==> config.mk <==
export PLATFORM = sky130hd
export DESIGN_NAME = mult_2_partial_flat
export DESIGN_NICKNAME = d
export VERILOG_FILES = /design/src/rtl/mult_2_partial_if.sv /design/src/rtl/mult_2_partial.sv /design/src/flat_wrapper.sv
export SDC_FILE = /design/constraint.sdc
export NUM_CORES = 2
export LEC_CHECK = 0
export CAP_MARGIN = 0
export CORE_AREA = 8 8 296 298
export DETAILED_ROUTE_END_ITERATION = 16
export DIE_AREA = 0 0 304 306
export GPL_TIMING_DRIVEN = 0
export PLACE_DENSITY_LB_ADDON = 0.25
export SYNTH_ARGS = -nofsm -noshare
export SYNTH_HDL_FRONTEND = slang
export SYNTH_SLANG_ARGS = --single-unit
==> constraint.sdc <==
create_clock -name clock -period 7.55 [get_ports clock]
set_clock_uncertainty 0.2 [all_clocks]
set_input_delay 0.755 -clock clock [delete_from_list [all_inputs] [get_ports clock]]
set_output_delay 0.755 -clock clock [all_outputs]
set_load 0.005 [all_outputs]
==> src/rtl/mult_2_partial_if.sv <==
// Bus between mult stage 1, mult stage 2 and mult stage 3, plus stall/flush/busy to and from hazard control.
// The master modport is the upstream/hazard side. The slave modport is the stage-2 datapath.
interface mult_2_partial_if #(
   parameter int unsigned WIDTH = 32,
   parameter int unsigned REG_W = 5
);
   logic                 m1_m2_oper;
   logic [WIDTH-1:0]     m1_m2_mag_a;
   logic [WIDTH-1:0]     m1_m2_mag_b;
   logic [REG_W-1:0]     m1_m2_regdest;
   logic                 m1_m2_ispositive;
   logic                 m1_m2_iszero;
   logic                 m2_stall;
   logic                 m2_flush;
   logic                 m2_m3_oper;
   logic [2*WIDTH-1:0]   m2_m3_multres;
   logic [REG_W-1:0]     m2_m3_regdest;
   logic                 m2_m3_ispositive;
   logic                 m2_m3_iszero;
   logic                 m2_busy;

   modport master (
      output m1_m2_oper, m1_m2_mag_a, m1_m2_mag_b, m1_m2_regdest,
             m1_m2_ispositive, m1_m2_iszero, m2_stall, m2_flush,
      input  m2_m3_oper, m2_m3_multres, m2_m3_regdest,
             m2_m3_ispositive, m2_m3_iszero, m2_busy
   );

   modport slave (
      input  m1_m2_oper, m1_m2_mag_a, m1_m2_mag_b, m1_m2_regdest,
             m1_m2_ispositive, m1_m2_iszero, m2_stall, m2_flush,
      output m2_m3_oper, m2_m3_multres, m2_m3_regdest,
             m2_m3_ispositive, m2_m3_iszero, m2_busy
   );
endinterface

==> src/rtl/mult_2_partial.sv <==
// Multiplier pipeline stage 2. It forms four half-width partial products in sub-stage A.
// Sub-stage B sums them into the exact unsigned 2*WIDTH product. Stall and flush apply to both sub-stages.
module mult_2_partial #(
   parameter int unsigned WIDTH = 32,
   parameter int unsigned REG_W = 5
) (
   input  logic              clock,
   input  logic              reset,
   mult_2_partial_if.slave   bus
);
   localparam int unsigned HALF = WIDTH / 2;

   // Half-words zero-extended to WIDTH, so each product is computed at full WIDTH.
   logic [WIDTH-1:0] a_lo, a_hi, b_lo, b_hi;
   assign a_lo = {{(WIDTH-HALF){1'b0}}, bus.m1_m2_mag_a[HALF-1:0]};
   assign a_hi = {{(WIDTH-HALF){1'b0}}, bus.m1_m2_mag_a[WIDTH-1:HALF]};
   assign b_lo = {{(WIDTH-HALF){1'b0}}, bus.m1_m2_mag_b[HALF-1:0]};
   assign b_hi = {{(WIDTH-HALF){1'b0}}, bus.m1_m2_mag_b[WIDTH-1:HALF]};

   logic               valid_a;
   logic [WIDTH-1:0]   pp_ll, pp_lh, pp_hl, pp_hh;
   logic [REG_W-1:0]   regdest_a;
   logic               ispositive_a;
   logic               iszero_a;

   logic               oper_b;
   logic [2*WIDTH-1:0] multres_b;
   logic [REG_W-1:0]   regdest_b;
   logic               ispositive_b;
   logic               iszero_b;

   logic [2*WIDTH-1:0] sum_b;

   always_ff @(posedge clock or negedge reset) begin
      if (!reset) begin
         valid_a      <= 1'b0;
         pp_ll        <= '0;
         pp_lh        <= '0;
         pp_hl        <= '0;
         pp_hh        <= '0;
         regdest_a    <= '0;
         ispositive_a <= 1'b0;
         iszero_a     <= 1'b0;
      end else if (bus.m2_flush || (!bus.m2_stall && !bus.m1_m2_oper)) begin
         valid_a      <= 1'b0;
         pp_ll        <= '0;
         pp_lh        <= '0;
         pp_hl        <= '0;
         pp_hh        <= '0;
         regdest_a    <= '0;
         ispositive_a <= 1'b0;
         iszero_a     <= 1'b0;
      end else if (!bus.m2_stall) begin
         valid_a      <= 1'b1;
         pp_ll        <= a_lo * b_lo;
         pp_lh        <= a_lo * b_hi;
         pp_hl        <= a_hi * b_lo;
         pp_hh        <= a_hi * b_hi;
         regdest_a    <= bus.m1_m2_regdest;
         ispositive_a <= bus.m1_m2_ispositive;
         iszero_a     <= bus.m1_m2_iszero;
      end
   end

   always_comb begin
      sum_b = {{WIDTH{1'b0}}, pp_ll}
            + ({{WIDTH{1'b0}}, pp_lh} << HALF)
            + ({{WIDTH{1'b0}}, pp_hl} << HALF)
            + {pp_hh, {WIDTH{1'b0}}};
   end

   always_ff @(posedge clock or negedge reset) begin
      if (!reset) begin
         oper_b       <= 1'b0;
         multres_b    <= '0;
         regdest_b    <= '0;
         ispositive_b <= 1'b0;
         iszero_b     <= 1'b0;
      end else if (bus.m2_flush) begin
         oper_b       <= 1'b0;
         multres_b    <= '0;
         regdest_b    <= '0;
         ispositive_b <= 1'b0;
         iszero_b     <= 1'b0;
      end else if (!bus.m2_stall) begin
         oper_b       <= valid_a;
         multres_b    <= iszero_a ? '0 : sum_b;
         regdest_b    <= regdest_a;
         ispositive_b <= ispositive_a;
         iszero_b     <= iszero_a;
      end
   end

   assign bus.m2_m3_oper       = oper_b;
   assign bus.m2_m3_multres    = multres_b;
   assign bus.m2_m3_regdest    = regdest_b;
   assign bus.m2_m3_ispositive = ispositive_b;
   assign bus.m2_m3_iszero     = iszero_b;
   assign bus.m2_busy          = valid_a | oper_b;
endmodule

==> src/flat_wrapper.sv <==
// flat-port wrapper written by rule: the top's interface ports become plain ports
module mult_2_partial_flat 
#(
   parameter int unsigned WIDTH = 32,
   parameter int unsigned REG_W = 5
)
  (clock, reset, bus_m1_m2_oper, bus_m1_m2_mag_a, bus_m1_m2_mag_b, bus_m1_m2_regdest, bus_m1_m2_ispositive, bus_m1_m2_iszero, bus_m2_stall, bus_m2_flush, bus_m2_m3_oper, bus_m2_m3_multres, bus_m2_m3_regdest, bus_m2_m3_ispositive, bus_m2_m3_iszero, bus_m2_busy);
  mult_2_partial_if #(.WIDTH(WIDTH), .REG_W(REG_W)) bus_i ();
  input  logic clock;
  input  logic reset;
  input wire logic [$bits(bus_i.m1_m2_oper)-1:0] bus_m1_m2_oper;
  input wire logic [$bits(bus_i.m1_m2_mag_a)-1:0] bus_m1_m2_mag_a;
  input wire logic [$bits(bus_i.m1_m2_mag_b)-1:0] bus_m1_m2_mag_b;
  input wire logic [$bits(bus_i.m1_m2_regdest)-1:0] bus_m1_m2_regdest;
  input wire logic [$bits(bus_i.m1_m2_ispositive)-1:0] bus_m1_m2_ispositive;
  input wire logic [$bits(bus_i.m1_m2_iszero)-1:0] bus_m1_m2_iszero;
  input wire logic [$bits(bus_i.m2_stall)-1:0] bus_m2_stall;
  input wire logic [$bits(bus_i.m2_flush)-1:0] bus_m2_flush;
  output wire logic [$bits(bus_i.m2_m3_oper)-1:0] bus_m2_m3_oper;
  output wire logic [$bits(bus_i.m2_m3_multres)-1:0] bus_m2_m3_multres;
  output wire logic [$bits(bus_i.m2_m3_regdest)-1:0] bus_m2_m3_regdest;
  output wire logic [$bits(bus_i.m2_m3_ispositive)-1:0] bus_m2_m3_ispositive;
  output wire logic [$bits(bus_i.m2_m3_iszero)-1:0] bus_m2_m3_iszero;
  output wire logic [$bits(bus_i.m2_busy)-1:0] bus_m2_busy;
  assign bus_i.m1_m2_oper = bus_m1_m2_oper;
  assign bus_i.m1_m2_mag_a = bus_m1_m2_mag_a;
  assign bus_i.m1_m2_mag_b = bus_m1_m2_mag_b;
  assign bus_i.m1_m2_regdest = bus_m1_m2_regdest;
  assign bus_i.m1_m2_ispositive = bus_m1_m2_ispositive;
  assign bus_i.m1_m2_iszero = bus_m1_m2_iszero;
  assign bus_i.m2_stall = bus_m2_stall;
  assign bus_i.m2_flush = bus_m2_flush;
  assign bus_m2_m3_oper = bus_i.m2_m3_oper;
  assign bus_m2_m3_multres = bus_i.m2_m3_multres;
  assign bus_m2_m3_regdest = bus_i.m2_m3_regdest;
  assign bus_m2_m3_ispositive = bus_i.m2_m3_ispositive;
  assign bus_m2_m3_iszero = bus_i.m2_m3_iszero;
  assign bus_m2_busy = bus_i.m2_busy;
  mult_2_partial #(.WIDTH(WIDTH), .REG_W(REG_W)) u_core (.clock(clock), .reset(reset), .bus(bus_i));
endmodule
==> metrics.txt <==
footprint of the multi-input gates around 0.035 sq mm; Ports 149; post-synthesis average cell area 8.862 sq um; cell count after synthesis around 5.1k; Clock Path Buffers 3; commonest non-fill, non-tap cell in the layout inv_1; initial antenna violation count 14; Max Freq 132.8 MHz; top_reg_cell synth dfrtp_1; total gr overflow 0; top post-synthesis cells by area fa_1, ha_1, dfrtp_1; status completed; pre-CTS setup slack -1.095 ns; Unique masters post-synth 78; commonest cells after routing, fill and taps aside inv_1, fa_1, nand2_1, ha_1, and2_1; placed standard-cell area 0.04793 sq mm; RSZ-0062 raised after global routing yes; post-synth top area cell fa_1; CP Max Fanout 10; Critical Path RT between 7 and 8 ns; share of cells above drive strength 1 0.04907; Die Span Y 306 um; Die W about 300 um; Fillers roughly 7.4k; clock latency on the worst-skew pair 0.55 ns; Rel. slew slack 0.1127; number of flops mapped to enable cells by yosys 0; largest family of logic cells by synthesized area adder cells; ys async rst share 1.000; drt initial violations a little over 3k; Starting Density 0.5432; Worst-Margin Slew 1.331 ns; first-pass GRT wire length 225900 um; Routed WL 150100 um; Total Routing Usage GR 0.3200; number of port buffers 148; dpl hpwl 124500 um; CTS tree done; Cell Area, Synth between 0.04 and 0.05 sq mm; Post-Synth Simple-Gate Area 0.1628; Period Utilization, post-route 0.9977; cell row count 106; Compound-Gate Fraction of Synth Area 0.09403; DRC Markers 0; Worst Setup Slack, final ~0.017 ns; largest net degree at the start of global routing 74; share of the synthesized area in the top cell type 0.3530; vias in the first global route about 37k; max cap viols 0; area share of fa/ha/maj cells after synthesis 0.4869; Sequential Area 0.005205 sq mm; clk slew on worst S/H paths 0.07 ns; Tmin final about 7.5 ns; Final setup viols 0; Min Hold Slack 0.2738 ns; Sink Count 208; routability cong. between 1 and 1.5; P&R area growth vs syn 9.350%; root buf cell clkbuf_16; fin nets approximately 6.6k; Critical R2R Launch u_core.pp_ll[17]$_DFFE_PN0P_; syn_nets roughly 6.4k; kind of critical path in2reg; Seq cells post-synth 208; Core Area 0.08289 sq mm; Post-DRT Antenna Nets 0; Pins Over Slew Limit 0; Initial DRT Pass Iterations 5; die footprint between 0.09 and 0.1 sq mm; cts bufs inserted 25; CP startpoint bus_m1_m2_mag_a[3]; worst hold path type reg2reg; CP Launch Type input pin; via count 36.37k; design area 0.04924 sq mm; sequential fraction of the synthesis area 0.1156; Routed WL per cell roughly 24 um; warnings from Yosys 0; multiplexer share of the synthesized area 0.002001; Worst Setup End Kind register; crit path DAT 7.74 ns; depth of the CTS H-tree 1; min-delay src u_core.bus.m2_m3_multres[45]$_DFFE_PN0P_; Vias/cell 5.713; xor/xnor share of the synthesized area 0.03404; final hold violation count 0
## cell type report
class                   instances  share of cell area
clock inverters                12            0.002719
repair buffers                153             0.03230
plain buffers                 255             0.02572
inverters                     998             0.07608
well taps                    1080             0.02744
clock buffers                  33             0.01413
multi-input cells            3619              0.7156
diodes                          7           0.0003557
flip-flops and latches        208              0.1057
## cell usage after synthesis (4+ instances only)
master / instances
a41oi_1: 4
a32o_1: 13
nor2_1: 78
or3_1: 8
fa_1: 794
nand4_1: 18
clkbuf_1: 250
and2_1: 475
or2_2: 6
and4_1: 11
o21ai_1: 15
xor2_1: 82
nor3_1: 17
o21bai_1: 11
nand3_1: 52
mux2i_1: 9
a31oi_1: 14
nor2b_1: 19
a21oi_1: 134
o21ai_0: 193
o31ai_1: 7
a211oi_1: 8
nand2_1: 773
a21boi_0: 5
nand2b_1: 25
inv_1: 998
a211o_1: 7
o21a_1: 18
xnor2_1: 93
ha_1: 482
a2111oi_0: 5
a22o_1: 49
a21o_1: 91
and3_1: 25
o31a_1: 4
o211ai_1: 13
dfrtp_1: 208
## what timing repair did
item	4_1_cts	5_1_grt
endpoints found under the hold margin	63	0
gates cloned	0	0
hold buffers	1	0
pin swaps	0	3
buffers inserted	0	2
setup endpoints to repair	29	32
resized for setup	128	227
## logic make-up (layout without fill, tap and decap cells)
group / count (synthesis) / after routing
XOR/XNOR: 175 / 175
multiplexers: 9 / 9
other: 0 / 7
buffers and inverters: 1254 / 1451
flip-flops: 208 / 208
AND/OR/NAND/NOR: 1519 / 1519
AO/OA/AOI/OAI: 640 / 640
adder cells (fa/ha/maj): 1276 / 1276
## path summary, 6_finish.rpt
check / to / slack (ns) / depth (start not counted)
worst max-delay path: u_core.pp_ll[31]$_DFFE_PN0P_ / 0.02 / 21
worst min-delay path: u_core.bus.m2_m3_multres[45]$_DFFE_PN0P_ / 0.27 / 2
worst max register to register: u_core.bus.m2_m3_multres[58]$_DFFE_PN0P_ / 1.03 / 23
worst min register to register: u_core.bus.m2_m3_multres[45]$_DFFE_PN0P_ / 0.27 / 2
max in group asynchronous: u_core.pp_hl[13]$_DFFE_PN0P_ / 5.84 / 3
min in group asynchronous: u_core.bus.m2_m3_regdest[0]$_DFFE_PN0P_ / 0.53 / 2
## state kept, by name, summed over array words and instances (netlist names), 5 cells and up
signal and count:
u_core.bus.m2_m3_multres 64, u_core.bus.m2_m3_regdest 5, u_core.pp_hh 32, u_core.pp_hl 32, u_core.pp_lh 32, u_core.pp_ll 32
u_core.regdest_a 5
## per-stage QoR
step | utilization | instances | TNS, ns
final | 0.5940 | 6365 | 0
after global routing | 0.5938 | 6359 | -0.05667
after CTS | 0.5905 | 6357 | 0
after detailed placement | 0.5782 | 6311 | -34.78
after global placement | 0.5774 | 6309 | -742.99
after floorplan | - | 5081 | 0
## worst max-delay path, stage by stage
cell and delay (ns):
clkdlybuf4s50_1 0.72, buf_2 0.44, and2_1 0.20, fa_1 0.46
fa_1 0.53, fa_1 0.45, fa_1 0.49, fa_1 0.50
inv_1 0.05, fa_1 0.52, inv_1 0.05, ha_1 0.37
and3_1 0.24, a21o_1 0.20, a211o_1 0.28, a211oi_1 0.33
o41a_1 0.30, o221ai_1 0.15, a21oi_1 0.33, xnor2_2 0.26
o21ai_1 0.09
## per-layer routing
| metal | vias up | GRT usage | wire length (um) |
|---|---|---|---|
| met3 | 457 | 0.08147 | 17100 |
| met5 | - | 0 | 105 |
| met1 | 18010 | 0.4173 | 57650 |
| met2 | 1875 | 0.4947 | 65740 |
| li1 | 16010 | - | - |
| met4 | 14 | 0.1636 | 9481 |
Power is not shown: default switching activity piles up to over one toggle a cycle in this logic, so the estimate is an artifact.
